### src/rtl/cpu_pkg.sv
// ----------------------------------------------------------------------------
// cpu_pkg
// Shared definitions for the 16-bit pipelined CPU control slice.
//   hcu_state_t : sequencer states (RUN, MULDIV_WAIT, HALTED)
//   REG_ADDR_W  : register-specifier width (register 0 is hard-wired zero)
//   PC_INCR     : sequential program-counter increment (one 16-bit word)
// ----------------------------------------------------------------------------
package cpu_pkg;

    localparam int REG_ADDR_W = 4;

    localparam logic [15:0] PC_INCR = 16'h0002;

    typedef enum logic [1:0] {
        RUN         = 2'd0,
        MULDIV_WAIT = 2'd1,
        HALTED      = 2'd2
    } hcu_state_t;

endpackage : cpu_pkg

### src/rtl/hazard_detect.sv
// ----------------------------------------------------------------------------
// hazard_detect
// Purely combinational load-use comparator. Flags when the instruction in EX
// is a load whose destination is read by the instruction in ID. Writes to
// register 0 never create a dependency because that register is constant.
// Ports:
//   id_rs, id_rt  : source registers of the ID instruction
//   id_uses_rt    : ID instruction actually reads rt
//   ex_mem_read   : EX instruction is a load
//   ex_rd         : destination register of the EX instruction
//   load_use      : dependency detected, ID must wait one cycle
// ----------------------------------------------------------------------------
module hazard_detect #(
    parameter int REG_ADDR_W = cpu_pkg::REG_ADDR_W
) (
    input  logic [REG_ADDR_W-1:0] id_rs,
    input  logic [REG_ADDR_W-1:0] id_rt,
    input  logic                  id_uses_rt,
    input  logic                  ex_mem_read,
    input  logic [REG_ADDR_W-1:0] ex_rd,
    output logic                  load_use
);

    logic rd_nonzero_s;
    logic rs_match_s;
    logic rt_match_s;

    // Compare the load destination against each source the ID instruction reads.
    always_comb begin
        rd_nonzero_s = (ex_rd != {REG_ADDR_W{1'b0}});
        rs_match_s   = (ex_rd == id_rs);
        rt_match_s   = id_uses_rt && (ex_rd == id_rt);
        load_use     = ex_mem_read && rd_nonzero_s && (rs_match_s || rt_match_s);
    end

endmodule : hazard_detect

### src/rtl/hazard_control_unit.sv
// ----------------------------------------------------------------------------
// hazard_control_unit
// Central pipeline sequencer. Generates PC / stage-buffer controls for
// load-use bubbles, taken branches, multi-cycle mul/div occupancy of EX and
// HALT, and keeps a saturating stall counter plus a sticky mul/div timeout.
// Control outputs are combinational from the current state and the inputs.
// Ports:
//   clk, reset            : clock, synchronous active-high reset
//   id_rs/id_rt/id_uses_rt/id_halt : ID-stage instruction information
//   ex_mem_read/ex_rd     : EX-stage load information
//   ex_branch_taken       : EX resolved a taken branch or jump
//   ex_muldiv_start       : EX began a multi-cycle mul/div (pulse)
//   muldiv_done           : mul/div result valid this cycle
//   pc_write/pc_src       : PC load enable / target select (1 = branch)
//   ifid_write/ifid_flush : IF/ID buffer enable / clear
//   idex_write/idex_flush : ID/EX buffer enable / clear (bubble)
//   exmem_flush           : EX/MEM buffer clear
//   halted                : core halted
//   muldiv_timeout        : sticky mul/div timeout error
//   stall_count           : saturating count of cycles with pc_write low
// ----------------------------------------------------------------------------
module hazard_control_unit #(
    parameter int REG_ADDR_W     = cpu_pkg::REG_ADDR_W,
    parameter int MULDIV_TIMEOUT = 32,
    parameter int STALL_CNT_W    = 16
) (
    input  logic                   clk,
    input  logic                   reset,
    input  logic [REG_ADDR_W-1:0]  id_rs,
    input  logic [REG_ADDR_W-1:0]  id_rt,
    input  logic                   id_uses_rt,
    input  logic                   id_halt,
    input  logic                   ex_mem_read,
    input  logic [REG_ADDR_W-1:0]  ex_rd,
    input  logic                   ex_branch_taken,
    input  logic                   ex_muldiv_start,
    input  logic                   muldiv_done,
    output logic                   pc_write,
    output logic                   pc_src,
    output logic                   ifid_write,
    output logic                   ifid_flush,
    output logic                   idex_write,
    output logic                   idex_flush,
    output logic                   exmem_flush,
    output logic                   halted,
    output logic                   muldiv_timeout,
    output logic [STALL_CNT_W-1:0] stall_count
);

    import cpu_pkg::*;

    localparam int TO_W = (MULDIV_TIMEOUT > 1) ? $clog2(MULDIV_TIMEOUT) : 1;
    localparam logic [TO_W-1:0]        TO_LAST = TO_W'(MULDIV_TIMEOUT - 1);
    localparam logic [STALL_CNT_W-1:0] SC_MAX  = {STALL_CNT_W{1'b1}};

    hcu_state_t             state_r;
    logic [TO_W-1:0]        to_cnt_r;
    logic                   timeout_r;
    logic [STALL_CNT_W-1:0] stall_cnt_r;

    logic load_use_s;
    logic pc_write_s;
    logic pc_src_s;
    logic ifid_write_s;
    logic ifid_flush_s;
    logic idex_write_s;
    logic idex_flush_s;
    logic exmem_flush_s;
    logic halted_s;

    hazard_detect #(
        .REG_ADDR_W (REG_ADDR_W)
    ) u_hazard_detect (
        .id_rs       (id_rs),
        .id_rt       (id_rt),
        .id_uses_rt  (id_uses_rt),
        .ex_mem_read (ex_mem_read),
        .ex_rd       (ex_rd),
        .load_use    (load_use_s)
    );

    // Pipeline control decode from current state and hazard inputs.
    always_comb begin
        pc_write_s    = 1'b1;
        pc_src_s      = 1'b0;
        ifid_write_s  = 1'b1;
        ifid_flush_s  = 1'b0;
        idex_write_s  = 1'b1;
        idex_flush_s  = 1'b0;
        exmem_flush_s = 1'b0;
        halted_s      = 1'b0;
        if (reset) begin
            // Freeze fetch and clear every stage buffer while in reset.
            pc_write_s    = 1'b0;
            ifid_write_s  = 1'b0;
            ifid_flush_s  = 1'b1;
            idex_write_s  = 1'b0;
            idex_flush_s  = 1'b1;
            exmem_flush_s = 1'b1;
        end else begin
            case (state_r)
                RUN: begin
                    if (ex_branch_taken) begin
                        // Redirect fetch and squash the two wrong-path instructions.
                        pc_src_s     = 1'b1;
                        ifid_flush_s = 1'b1;
                        idex_flush_s = 1'b1;
                    end else if (ex_muldiv_start) begin
                        // Start outranks load-use; EX is held from next cycle on.
                        pc_write_s = 1'b1;
                    end else if (load_use_s) begin
                        pc_write_s   = 1'b0;
                        ifid_write_s = 1'b0;
                        idex_flush_s = 1'b1;
                    end else begin
                        pc_write_s = 1'b1;
                    end
                end
                MULDIV_WAIT: begin
                    if (muldiv_done) begin
                        // Released this cycle: behave as RUN, branches ignored.
                        if (load_use_s) begin
                            pc_write_s   = 1'b0;
                            ifid_write_s = 1'b0;
                            idex_flush_s = 1'b1;
                        end else begin
                            pc_write_s = 1'b1;
                        end
                    end else begin
                        pc_write_s    = 1'b0;
                        ifid_write_s  = 1'b0;
                        idex_write_s  = 1'b0;
                        exmem_flush_s = 1'b1;
                    end
                end
                HALTED: begin
                    pc_write_s   = 1'b0;
                    ifid_write_s = 1'b0;
                    idex_flush_s = 1'b1;
                    halted_s     = 1'b1;
                end
                default: begin
                    // Unreachable encoding: hold the pipeline frozen and clean.
                    pc_write_s    = 1'b0;
                    ifid_write_s  = 1'b0;
                    idex_write_s  = 1'b0;
                    ifid_flush_s  = 1'b1;
                    idex_flush_s  = 1'b1;
                    exmem_flush_s = 1'b1;
                end
            endcase
        end
    end

    // Sequencer state, mul/div timeout tracking and stall-cycle counter.
    always_ff @(posedge clk) begin
        if (reset) begin
            state_r     <= RUN;
            to_cnt_r    <= {TO_W{1'b0}};
            timeout_r   <= 1'b0;
            stall_cnt_r <= {STALL_CNT_W{1'b0}};
        end else begin
            if (!pc_write_s && (stall_cnt_r != SC_MAX)) begin
                stall_cnt_r <= stall_cnt_r + STALL_CNT_W'(1);
            end else begin
                stall_cnt_r <= stall_cnt_r;
            end

            case (state_r)
                RUN: begin
                    to_cnt_r <= {TO_W{1'b0}};
                    if (ex_branch_taken) begin
                        state_r <= RUN;
                    end else if (ex_muldiv_start) begin
                        state_r <= MULDIV_WAIT;
                    end else if (load_use_s) begin
                        state_r <= RUN;
                    end else if (id_halt) begin
                        state_r <= HALTED;
                    end else begin
                        state_r <= RUN;
                    end
                end
                MULDIV_WAIT: begin
                    if (muldiv_done) begin
                        state_r  <= RUN;
                        to_cnt_r <= {TO_W{1'b0}};
                    end else if (to_cnt_r == TO_LAST) begin
                        // Unit never answered: abandon the wait and flag it.
                        state_r   <= RUN;
                        to_cnt_r  <= {TO_W{1'b0}};
                        timeout_r <= 1'b1;
                    end else begin
                        state_r  <= MULDIV_WAIT;
                        to_cnt_r <= to_cnt_r + TO_W'(1);
                    end
                end
                HALTED: begin
                    state_r  <= HALTED;
                    to_cnt_r <= {TO_W{1'b0}};
                end
                default: begin
                    state_r  <= RUN;
                    to_cnt_r <= {TO_W{1'b0}};
                end
            endcase
        end
    end

    assign pc_write       = pc_write_s;
    assign pc_src         = pc_src_s;
    assign ifid_write     = ifid_write_s;
    assign ifid_flush     = ifid_flush_s;
    assign idex_write     = idex_write_s;
    assign idex_flush     = idex_flush_s;
    assign exmem_flush    = exmem_flush_s;
    assign halted         = halted_s;
    assign muldiv_timeout = timeout_r;
    assign stall_count    = stall_cnt_r;

endmodule : hazard_control_unit

### config.mk
export PLATFORM = sky130hd
export DESIGN_NAME = hazard_control_unit
export DESIGN_NICKNAME = d
export VERILOG_FILES = /design/src/rtl/cpu_pkg.sv /design/src/rtl/hazard_detect.sv /design/src/rtl/hazard_control_unit.sv
export SDC_FILE = /design/constraint.sdc
export NUM_CORES = 1
export LEC_CHECK = 0
export ABC_AREA = 1
export CAP_MARGIN = 25
export CORE_ASPECT_RATIO = 1.5
export CORE_MARGIN = 2
export CORE_UTILIZATION = 30
export DETAILED_ROUTE_END_ITERATION = 10
export SLEW_MARGIN = 30
export SYNTH_ARGS = -nofsm -noshare
export SYNTH_HDL_FRONTEND = slang
export SYNTH_HIERARCHICAL = 1
export SYNTH_SLANG_ARGS = --single-unit
### constraint.sdc
create_clock -name clk -period 2.95 [get_ports clk]
set_input_delay 0.295 -clock clk [delete_from_list [all_inputs] [get_ports clk]]
set_output_delay 0.295 -clock clk [all_outputs]
set_load 0.05 [all_outputs]
==> reports/results.tsv <==
stage	metric	value	unit
timing	hold_violations	0	
synthesis	synth-seq-area-share	28.7	%
worst_setup_path	reg2regPathDepth	7	
clock_tree	cts_sinks	24	
synthesis	ys_types	30	
floorplan	rows	33	
clock_tree	post_cts_buffers	0	
timing	tightest_slew	0.513	ns
detailed_routing	dr.pass1.iters	4	
synthesis	netlist_area	0.00167	mm^2
detailed_routing	drc_errors	0	
grt	antenna_found_initial	0	
power_and_ir_drop	power_switching	0.000243	W
timing	setup_tns	0	ns
floorplan	die_w	65.0	um
synthesis	yosys.area_share.simple	45.9	%
grt	overflow	0	
clock_tree	htreeDepth	1	
placed_design	gp_congestion	0.896	
power_and_ir_drop	comb_power_share	26.6	%
timing	fin_crit_sh	82.4	%
placed_design	dpl_cell_area	0.00222	mm^2
synthesis	synth-adder-area-share	2.24	%
synthesis	synth_compound_area_share	10.0	%
layout	drive_gt1_share	13.2	%
worst_setup_path	required	2.65	ns
clock_tree	clockRootBuffer	clkbuf_8	
clock_tree	cts_inserted_buffers	3	
grt	grt_max_degree	14	
power_and_ir_drop	pwr-share-clk	29.3	%
worst_setup_path	crit_type	in2out	
power_and_ir_drop	leakage	0.954	nW
power_and_ir_drop	p_seq_share	44.1	%
detailed_routing	wl_per_cell	10.7	um
synthesis	yosys_warnings	6	
worst_setup_path	timing.rr.end	to_cnt_r[2]$_SDFF_PP0_	
clock_tree	clk_latency	0.27	ns
power_and_ir_drop	p_per_area	342	mW/mm^2
synthesis	muxShareOfSynthArea	0	%
grt	grtUsageTotal	14.3	%
layout	syn2layout_area_growth	36.1	%
hold_path	hold_depth	1	
grt	grt_pass1_vias	1615	
worst_setup_path	startpoint_type	primary input	
placed_design	dp_hpwl	3350	um
detailed_routing	route.met2.wl	2170	um
hold_path	hold-path-endpoint	to_cnt_r[0]$_SDFF_PP0_	
floorplan	die_area	0.00620	mm^2
floorplan	core_region_area	0.00541	mm^2
clock_tree	clock_path_buffers	2	
timing	rsz0062_at_grt	false	
run	maxCapViolCount	0	
timing	max_freq	411	MHz
timing	clock_skew	0.00173	ns
worst_setup_path	cp.arrival	2.14	ns
synthesis	synth_cells	264	
detailed_routing	drtIter0Drc	58	
layout	utilization	42.1	%
layout	nets	334	
placed_design	port_buffers	44	
worst_setup_path	worstSetupEndpointType	primary output	
detailed_routing	viasPerCell	4.52	
timing	whs	0.453	ns
grt	grt_pass1_wl	6940	um
detailed_routing	wl_met1	1630	um
detailed_routing	route.met3.wl	140	um
timing	min_period	2.43	ns
synthesis	syn_area_per_cell	6.34	um^2
floorplan	start_util	30.9	%
worst_setup_path	rr_startpoint	to_cnt_r[0]$_SDFF_PP0_	
synthesis	synth-seq-cells	24	
synthesis	synth_top_family_by_area	simple AND/OR/NAND/NOR gates	
hold_path	holdCritStartpoint	to_cnt_r[0]$_SDFF_PP0_	
detailed_routing	final_antenna_net_count	0	
floorplan	die_y	95.5	um
timing	maxSlewViolCount	0	
worst_setup_path	r2r_slack	1.19	ns
detailed_routing	dr_total_vias	1719	
power_and_ir_drop	p_total	0.000779	W
clock_tree	clk_pin_slew	0.09	ns
timing	setup_viol	0	
floorplan	io_pins	45	
timing	slew-limit-headroom	65.7	%
detailed_routing	postRouteWirelength	4080	um
run_status	outcome	complete, no violations	
power_and_ir_drop	peakVddDrop	0.000177	V
power_and_ir_drop	switching_share	31.2	%
synthesis	synth_nets	287	
clock_tree	cts_hold_buf	0	
worst_setup_path	crit_fanout	6	
layout	final_cell_area	0.00228	mm^2
layout	antenna_cells	0	
clock_tree	post_cts_resized	0	
hold_path	min_path_type	reg2reg	
synthesis	yosys.area_share.xor_xnor	2.62	%
detailed_routing	top_layer_used	met4	
clock_tree	cts_tree	done	
power_and_ir_drop	p_int	0.000536	W
==> power by group through the flow <==
stage	sequential (W)	clock [W]	combinational, W
2_1_floorplan	0.000371	0	0.000105
3_3_place_gp	0.000351	0	0.000209
3_5_place_dp	0.000351	0	0.000209
4_1_cts	0.000344	0.000233	0.000210
5_1_grt	0.000345	0.000247	0.000225
6_report	0.000344	0.000228	0.000207
==> how the worst max path moves through the flow <==
stage	endpoint	depth (start not counted)	start
6_report	pc_write	13	ex_rd[0]
5_1_grt	ifid_write	13	ex_rd[0]
2_1_floorplan	exmem_flush	3	reset
4_1_cts	pc_write	13	ex_rd[0]
3_5_place_dp	stall_count[1]$_SDFFE_PP0P_	15	ex_rd[0]
3_3_place_gp	stall_count[1]$_SDFFE_PP0P_	15	ex_rd[0]
==> layout by cell type, fill, tap and decap left out, drive strengths merged <==
cell            n
xnor2           1
ha              3
nand4           6
or2             1
nor3b           1
a21oi          18
clkbuf          4
nor4            1
o2111ai         1
nand2          90
inv            37
o21ai           4
nand3b          4
xor2            4
nor2           43
dfxtp          24
buf             9
o211ai          1
clkdlybuf4s50  38
nand3          20
==> worst max-delay path: stages <==
cell	delay (ns)
clkdlybuf4s50_1	0.54
inv_2	0.06
nand2_2	0.05
nand2_1	0.05
nor2_1	0.12
nand3_1	0.10
a21oi_2	0.21
nand3_1	0.11
nand2_1	0.06
nand2_1	0.07
nand2_1	0.16
inv_1	0.14
buf_12	0.17
==> state kept, by name, summed over array words and instances, names as in the netlist <==
register        count
state_r             2
stall_count        16
muldiv_timeout      1
to_cnt_r            5
==> synthesized netlist by cell type <==
library cell,n,area (um^2)
nor2_2,2,12.5
inv_2,4,15.0
nand3_4,1,17.5
nand4_4,1,21.3
buf_2,2,10.0
o211ai_1,1,7.51
buf_1,1,3.75
a21oi_1,7,35.0
o21ai_0,4,20.0
buf_4,1,7.51
nor2_4,2,22.5
nand2_4,1,11.3
nor2_8,1,20.0
nand4_1,5,31.3
nor4_1,1,6.26
ha_1,3,37.5
nand3_1,19,95.1
o2111ai_1,1,8.76
or2_2,1,6.26
xor2_1,4,35.0
nor2_1,38,143
nor3b_1,1,7.51
a21oi_2,11,96.3
nand2_1,85,319
inv_1,33,124
buf_8,1,15.0
nand2_2,4,25.0
xnor2_1,1,8.76
dfxtp_1,24,480
nand3b_1,4,30.0
==> stage by stage <==
step           instances  setup WS, ns
6_report             380         0.518
5_1_grt              380         0.324
4_1_cts              380         0.484
3_5_place_dp         376         0.456
3_3_place_gp         376         0.519
2_1_floorplan        264         0.886
==> layer usage <==
layer / vias up / track usage, %
met4: 0 / 8.16
met1: 747 / 13.8
met2: 45 / 28.4
li1: 916 / -
met5: - / 0
met3: 11 / 1.77
==> logic make-up (layout without fill, tap and decap cells) <==
group / after synthesis / in the layout
adder cells (fa/ha/maj): 3 / 3
buffers and inverters: 42 / 88
AO/OA/AOI/OAI: 24 / 24
AND/OR/NAND/NOR: 166 / 166
XOR/XNOR: 5 / 5
flip-flops: 24 / 24
==> final cells by class <==
cell class,instances,area [um^2]
clock buffers,4,55.1
fillers,572,3130
inverters,37,139
multi-input cells,198,1020
flip-flops and latches,24,480
well taps,70,87.6
repair buffers,47,498
Note: power is estimated with default switching activity, not from simulation.
